### config.mk
export PLATFORM = sky130hd
export DESIGN_NAME = si_coincidence_counter
export DESIGN_NICKNAME = d
export VERILOG_FILES = /design/src/rtl/si_coincidence_counter.sv
export SDC_FILE = /design/constraint.sdc
export NUM_CORES = 2
export LEC_CHECK = 0
export CAP_MARGIN = 15
export CORE_ASPECT_RATIO = 1.75
export CORE_MARGIN = 3
export CORE_UTILIZATION = 50
export CTS_CLUSTER_SIZE = 30
export DETAILED_ROUTE_END_ITERATION = 12
export PLACE_DENSITY = 0.67
export RECOVER_POWER = 25
export SLEW_MARGIN = 10
export SYNTH_ARGS = -nofsm -noshare
export SYNTH_HDL_FRONTEND = slang
export SYNTH_SLANG_ARGS = --single-unit
### constraint.sdc
create_clock -name clk -period 44.5 [get_ports clk]
set_input_delay 8.9 -clock clk [delete_from_list [all_inputs] [get_ports clk]]
set_output_delay 8.9 -clock clk [all_outputs]
set_load 0.02 [all_outputs]
### src/rtl/si_coincidence_counter.sv
// Two-channel singles/coincidence counter over the si_tag_converter lane stream.
// Input register stage, then an in-order lane chain that updates history and gated accumulators.
module si_coincidence_counter #(
  parameter int unsigned WORD_WIDTH  = 2,
  parameter int unsigned COUNT_WIDTH = 32
) (
  input  logic                   clk,
  input  logic                   rst,
  input  logic                   s_axis_tvalid,
  output logic                   s_axis_tready,
  input  logic [WORD_WIDTH-1:0]  s_axis_tkeep,
  input  logic [4:0]             s_axis_channel [WORD_WIDTH],
  input  logic [WORD_WIDTH-1:0]  s_axis_rising_edge,
  input  logic [63:0]            s_axis_tagtime [WORD_WIDTH],
  input  logic [4:0]             cfg_chan_a,
  input  logic [4:0]             cfg_chan_b,
  input  logic                   cfg_edge_a,
  input  logic                   cfg_edge_b,
  input  logic [31:0]            cfg_window,
  input  logic [31:0]            cfg_gate_cycles,
  input  logic                   cfg_restart,
  output logic [COUNT_WIDTH-1:0] singles_a,
  output logic [COUNT_WIDTH-1:0] singles_b,
  output logic [COUNT_WIDTH-1:0] coincidences,
  output logic                   snapshot_valid,
  output logic                   overflow
);

  localparam int unsigned TIME_W = 64;
  localparam int unsigned CHAN_W = 5;
  localparam int unsigned GATE_W = 32;
  // A lane can produce two coincidences (A step and B step), hence 2*WORD_WIDTH.
  localparam int unsigned INC_W  = $clog2(2 * WORD_WIDTH + 1);
  localparam int unsigned SUM_W  = COUNT_WIDTH + INC_W;
  localparam logic [COUNT_WIDTH-1:0] CNT_MAX = '1;

  logic [WORD_WIDTH-1:0] s1_keep;
  logic [CHAN_W-1:0]     s1_chan [WORD_WIDTH];
  logic [WORD_WIDTH-1:0] s1_edge;
  logic [TIME_W-1:0]     s1_time [WORD_WIDTH];
  logic                  s1_term;

  logic [GATE_W-1:0]     gate_cnt;
  logic                  term_c;

  logic [TIME_W-1:0]     last_a_time, last_b_time;
  logic                  last_a_vld, last_b_vld;
  logic [TIME_W-1:0]     nxt_a_time, nxt_b_time;
  logic                  nxt_a_vld, nxt_b_vld;
  logic [INC_W-1:0]      inc_a, inc_b, inc_c;

  logic [COUNT_WIDTH-1:0] acc_a, acc_b, acc_c;
  logic [COUNT_WIDTH-1:0] sum_a, sum_b, sum_c;
  logic                   sat_a, sat_b, sat_c;
  logic                   acc_ovf, nxt_ovf;

  assign term_c = (cfg_gate_cycles != '0) && (gate_cnt == cfg_gate_cycles - GATE_W'(1));

  always_ff @(posedge clk) begin
    if (rst) s_axis_tready <= 1'b0;
    else     s_axis_tready <= 1'b1;
  end

  // Input stage: the terminal-count flag travels with the beat accepted in the same cycle.
  always_ff @(posedge clk) begin
    if (rst || cfg_restart) begin
      s1_keep <= '0;
      s1_term <= 1'b0;
    end else begin
      s1_keep <= (s_axis_tvalid && s_axis_tready) ? s_axis_tkeep : '0;
      s1_term <= term_c;
    end
  end

  always_ff @(posedge clk) begin
    s1_chan <= s_axis_channel;
    s1_edge <= s_axis_rising_edge;
    s1_time <= s_axis_tagtime;
  end

  always_ff @(posedge clk) begin
    if (rst || cfg_restart)             gate_cnt <= '0;
    else if (cfg_gate_cycles == '0 || term_c) gate_cnt <= '0;
    else                                gate_cnt <= gate_cnt + GATE_W'(1);
  end

  // Lane chain: each lane sees history already updated by lower lanes and by its own A step.
  always_comb begin
    nxt_a_time = last_a_time;
    nxt_a_vld  = last_a_vld;
    nxt_b_time = last_b_time;
    nxt_b_vld  = last_b_vld;
    inc_a      = '0;
    inc_b      = '0;
    inc_c      = '0;
    for (int i = 0; i < WORD_WIDTH; i++) begin
      if (s1_keep[i] && s1_chan[i] == cfg_chan_a && s1_edge[i] == cfg_edge_a) begin
        inc_a = inc_a + INC_W'(1);
        if (nxt_b_vld && (s1_time[i] - nxt_b_time) <= TIME_W'(cfg_window)) begin
          inc_c     = inc_c + INC_W'(1);
          nxt_b_vld = 1'b0;
        end else begin
          nxt_a_time = s1_time[i];
          nxt_a_vld  = 1'b1;
        end
      end
      if (s1_keep[i] && s1_chan[i] == cfg_chan_b && s1_edge[i] == cfg_edge_b) begin
        inc_b = inc_b + INC_W'(1);
        if (nxt_a_vld && (s1_time[i] - nxt_a_time) <= TIME_W'(cfg_window)) begin
          inc_c     = inc_c + INC_W'(1);
          nxt_a_vld = 1'b0;
        end else begin
          nxt_b_time = s1_time[i];
          nxt_b_vld  = 1'b1;
        end
      end
    end
  end

  // Saturating add; flags reaching the ceiling or pushing against it.
  function automatic logic [COUNT_WIDTH:0] sat_add(input logic [COUNT_WIDTH-1:0] acc,
                                                   input logic [INC_W-1:0] inc);
    logic [SUM_W-1:0] sum;
    logic             hit;
    sum = SUM_W'(acc) + SUM_W'(inc);
    hit = (inc != '0) && (sum >= SUM_W'(CNT_MAX));
    if (sum > SUM_W'(CNT_MAX)) return {hit, CNT_MAX};
    return {hit, sum[COUNT_WIDTH-1:0]};
  endfunction

  always_comb begin
    {sat_a, sum_a} = sat_add(acc_a, inc_a);
    {sat_b, sum_b} = sat_add(acc_b, inc_b);
    {sat_c, sum_c} = sat_add(acc_c, inc_c);
    nxt_ovf        = acc_ovf | sat_a | sat_b | sat_c;
  end

  always_ff @(posedge clk) begin
    if (rst) begin
      last_a_time    <= '0;
      last_b_time    <= '0;
      last_a_vld     <= 1'b0;
      last_b_vld     <= 1'b0;
      acc_a          <= '0;
      acc_b          <= '0;
      acc_c          <= '0;
      acc_ovf        <= 1'b0;
      singles_a      <= '0;
      singles_b      <= '0;
      coincidences   <= '0;
      overflow       <= 1'b0;
      snapshot_valid <= 1'b0;
    end else if (cfg_restart) begin
      last_a_vld     <= 1'b0;
      last_b_vld     <= 1'b0;
      acc_a          <= '0;
      acc_b          <= '0;
      acc_c          <= '0;
      acc_ovf        <= 1'b0;
      snapshot_valid <= 1'b0;
    end else begin
      last_a_time    <= nxt_a_time;
      last_b_time    <= nxt_b_time;
      last_a_vld     <= nxt_a_vld;
      last_b_vld     <= nxt_b_vld;
      snapshot_valid <= s1_term;
      if (s1_term) begin
        singles_a    <= sum_a;
        singles_b    <= sum_b;
        coincidences <= sum_c;
        overflow     <= nxt_ovf;
        acc_a        <= '0;
        acc_b        <= '0;
        acc_c        <= '0;
        acc_ovf      <= 1'b0;
      end else begin
        acc_a        <= sum_a;
        acc_b        <= sum_b;
        acc_c        <= sum_c;
        acc_ovf      <= nxt_ovf;
      end
    end
  end

endmodule

==> flow_metrics.tcl <==
set metrics [dict create \
    fin_cells 6927 \
    synth_compound_area_frac 0.2569 \
    setup_tns_ps 0 \
    dp_hpwl_um 136700 \
    synthMuxAreaShare 0.02376 \
    vias 43460 \
    power.switching_uw 383.7 \
    hold_path_class "flop to flop" \
    crit_buf_inv 8 \
    firstDrtPassIters 6 \
    crit_path_max_fanout 40 \
    p_sw_frac 0.3149 \
    layout_min_cycle_time_ps 42370 \
    synthSimpleGateAreaFrac 0.2367 \
    async_flop_share 0 \
    endpoint_kind "flop" \
    violations "capacitance limit, slew limit" \
    slew_violations 150 \
    synthCells 5644 \
    grt_pass1_vias 42540 \
    synthToLayoutAreaGrowth_pct 14.36 \
    clock_latency_ps 660 \
    synth_fa_ha_area_frac 0.1217 \
    wl_per_cell_um 24.74 \
    cp-start-kind "input pin" \
    top_level_ports 321 \
    rsz0062_at_grt "no" \
    leakage_uw 0.01825 \
    synthXorXnorAreaFrac 0.07550 \
    routed_via_density 6.273 \
    numCtsBuffers 50 \
    combPwrFrac 0.214 \
    place_area_um2 45590 \
    irDropWorstVdd_mv 0.03183 \
    ys_types 101 \
    initial_core_util 0.5063 \
    synth_area_um2 41650 \
    dp_cells 6807 \
    p_per_area_nw_per_um2 25.58 \
    max_freq_mhz 23.60 \
    synth_edf_count 0 \
    synth.largest_area_cell "dfxtp_1" \
    final_hold_viol_count 0 \
    cts_hold_buffers 0 \
    h-tree-depth 2 \
    required_ps 45070 \
    routed_wl_um 171400 \
    tightest_slew_ps 3011 \
    finalCritPeriodShare 0.9521 \
    finalClockSkew_ps 47.70 \
    max-slew-margin-rel -1.007 \
    nFillCells 7910 \
    cpLargestDelayFamily "compound AO/OA/AOI/OAI gates" \
    drv_cap 3 \
    dieArea_um2 86930 \
    ys.flop_type "dfxtp_1" \
    worst_path_max_delay_cell "nor4b_2" \
    cp.arrival_ps 42940 \
    core_area_um2 82260 \
    grt_pass1_wl_um 255500 \
    yosys.area.top_type_share 0.2408 \
    drive_gt1_frac 0.04084 \
    yosysSeqAreaShare 0.2408 \
    fin_area_um2 47630 \
    cts-root-buf "clkbuf_16" \
    slowest_delay_ps 870 \
    ys_top_cells_by_area "dfxtp_1 24%, ha_1 12%, a21oi_1 7.3%" \
    outcome "complete, but fails checks" \
    grt_max_degree 98 \
    cts_tree "yes" \
    die_h_um 387.8 \
    die_w_um 224.2 \
    critPathKind "input pin to flop" \
    seq_power_share 0.385 \
    synth_top_family_by_area "compound AO/OA/AOI/OAI gates" \
    postRouteAntennaNets 0 \
    grt_antenna_before_repair 24 \
    synth_nets 6266 \
    clkPwrFrac 0.401 \
    track_usage 0.3806 \
    yosysWarnings 0 \
    final_util 0.5790 \
    drc_errors 0 \
    ys_ff_latch 501 \
    numPortBuffers 320 \
    clockBufferDepth 3 \
    clk_pin_slew_ps 60 \
    place_congestion 1.064 \
    syn_avg_cell_area_um2 7.379 \
    cpMostUsedCell "a21oi_1" \
    drt_iter0_markers 3144 \
    nets 6433 \
    num_rows 139 \
    p_int_uw 834.8 \
    setup_violations 0 \
    clock-sinks 501 \
    overflow 0 \
]
==> synth_stat cells (25+ instances only) <==
cell type	n
a31oi_1	43
nor3_1	85
clkbuf_1	227
ha_1	393
nor2b_1	62
nand2_1	530
xnor2_1	209
o21bai_1	53
and3_1	111
nor2_1	756
inv_1	209
xor2_1	150
mux2i_1	84
a21oi_1	606
a21o_1	171
o21ai_1	135
buf_2	25
or3_1	43
nand2b_1	54
nand3_1	119
o211ai_1	32
dfxtp_1	501
nand4_1	145
o21ai_0	237
a211oi_1	124
nor4_1	44
o21a_1	106
==> repair_timing <==
action                                 4_1_cts  5_1_grt
setup buffers                                0        5
setup endpoints to repair                    0       66
gates resized for setup                      0        8
endpoints found under the hold margin        0        0
==> cell usage in the layout (no fill, tap or decap), types with 146 or more instances in the layout <==
cell type | synthesis | routed
dfxtp_1 | 501 | 501
dlygate4sd3_1 | 0 | 146
clkdlybuf4s50_1 | 0 | 172
inv_1 | 209 | 208
xnor2_1 | 209 | 209
nor2_1 | 756 | 753
nand2_1 | 530 | 530
a21o_1 | 171 | 171
xor2_1 | 150 | 150
ha_1 | 393 | 393
a21oi_1 | 606 | 606
o21ai_0 | 237 | 237
==> power by group through the flow <==
stage / Combinational [uW] / Sequential (uW) / Clock [uW]
6_report: 261 / 469 / 489
4_1_cts: 257 / 468 / 495
3_3_place_gp: 254 / 478 / 0
2_1_floorplan: 162 / 471 / 0
5_1_grt: 282 / 469 / 508
3_5_place_dp: 255 / 478 / 0
==> worst paths after layout <==
kind	startpoint	to	slack (ps)	cells past startpoint
max	cfg_window[1]	overflow$_SDFFE_PP0P_	2130	143
min	last_b_time[14]$_SDFFE_PP0N_	last_b_time[14]$_SDFFE_PP0N_	460	2
max reg2reg	last_b_time[16]$_SDFFE_PP0N_	overflow$_SDFFE_PP0P_	7460	150
min reg2reg	last_b_time[14]$_SDFFE_PP0N_	last_b_time[14]$_SDFFE_PP0N_	460	2
==> per-stage QoR <==
stage	worst slack, ps	hold slack [ps]	power, uW
floorplan	7827	441.1	633.0
global placement	1329	447.7	732.5
detailed placement	475.0	452.8	733.0
CTS	1004	460.9	1220
global route	35.16	475.2	1259
finish	2132	460.0	1219
==> layer usage <==
layer  track usage  part of all wire  up-vias
met1        0.3889              0.36    20460
met4        0.3269              0.11       10
met3       0.07050             0.056      621
met5             0           0.00036        -
li1              -                 -    20700
met2        0.6637              0.48     1669
==> logic make-up after synthesis <==
logic type	count (synthesis)
simple gates	2092
compound gates	1719
flops	501
buf+inv	476
fa+ha+maj	401
xor+xnor	359
mux	96
==> worst register-to-register path: cells and delay by family, from the launching register on <==
family          cells  cell delay, ps
compound gates     65           15500
xor+xnor            5             810
fa+ha+maj          12            3710
buf+inv             7            1010
flops               1             340
mux                 3             780
simple gates       58           14780
==> sequential cells by signal (all words and copies together), names as in the netlist <==
register        cells
gate_cnt           32
acc_a              32
s1_edge             2
acc_ovf             1
singles_b          32
s_axis_tready       1
last_b_time        64
last_a_vld          1
s1_term             1
overflow            1
snapshot_valid      1
s1_keep             2
acc_c              32
singles_a          32
s1_time           128
coincidences       32
acc_b              32
last_a_time        64
last_b_vld          1
s1_chan            10
==> area by class of cell <==
| class | count | area [um2] | share of cell area |
|---|---|---|---|
| tap | 1057 | 1323 | 0.02777 |
| antenna | 18 | 45.04 | 0.0009458 |
| sequential | 501 | 10030 | 0.2106 |
| timing repair buffer | 380 | 3676 | 0.07718 |
| multi-input combinational | 4667 | 29890 | 0.6277 |
| clock buffer | 61 | 1363 | 0.02861 |
| clock inverter | 32 | 504.2 | 0.01059 |
| inverter | 211 | 792.0 | 0.01663 |
Note: power is estimated with default switching activity, not from simulation.
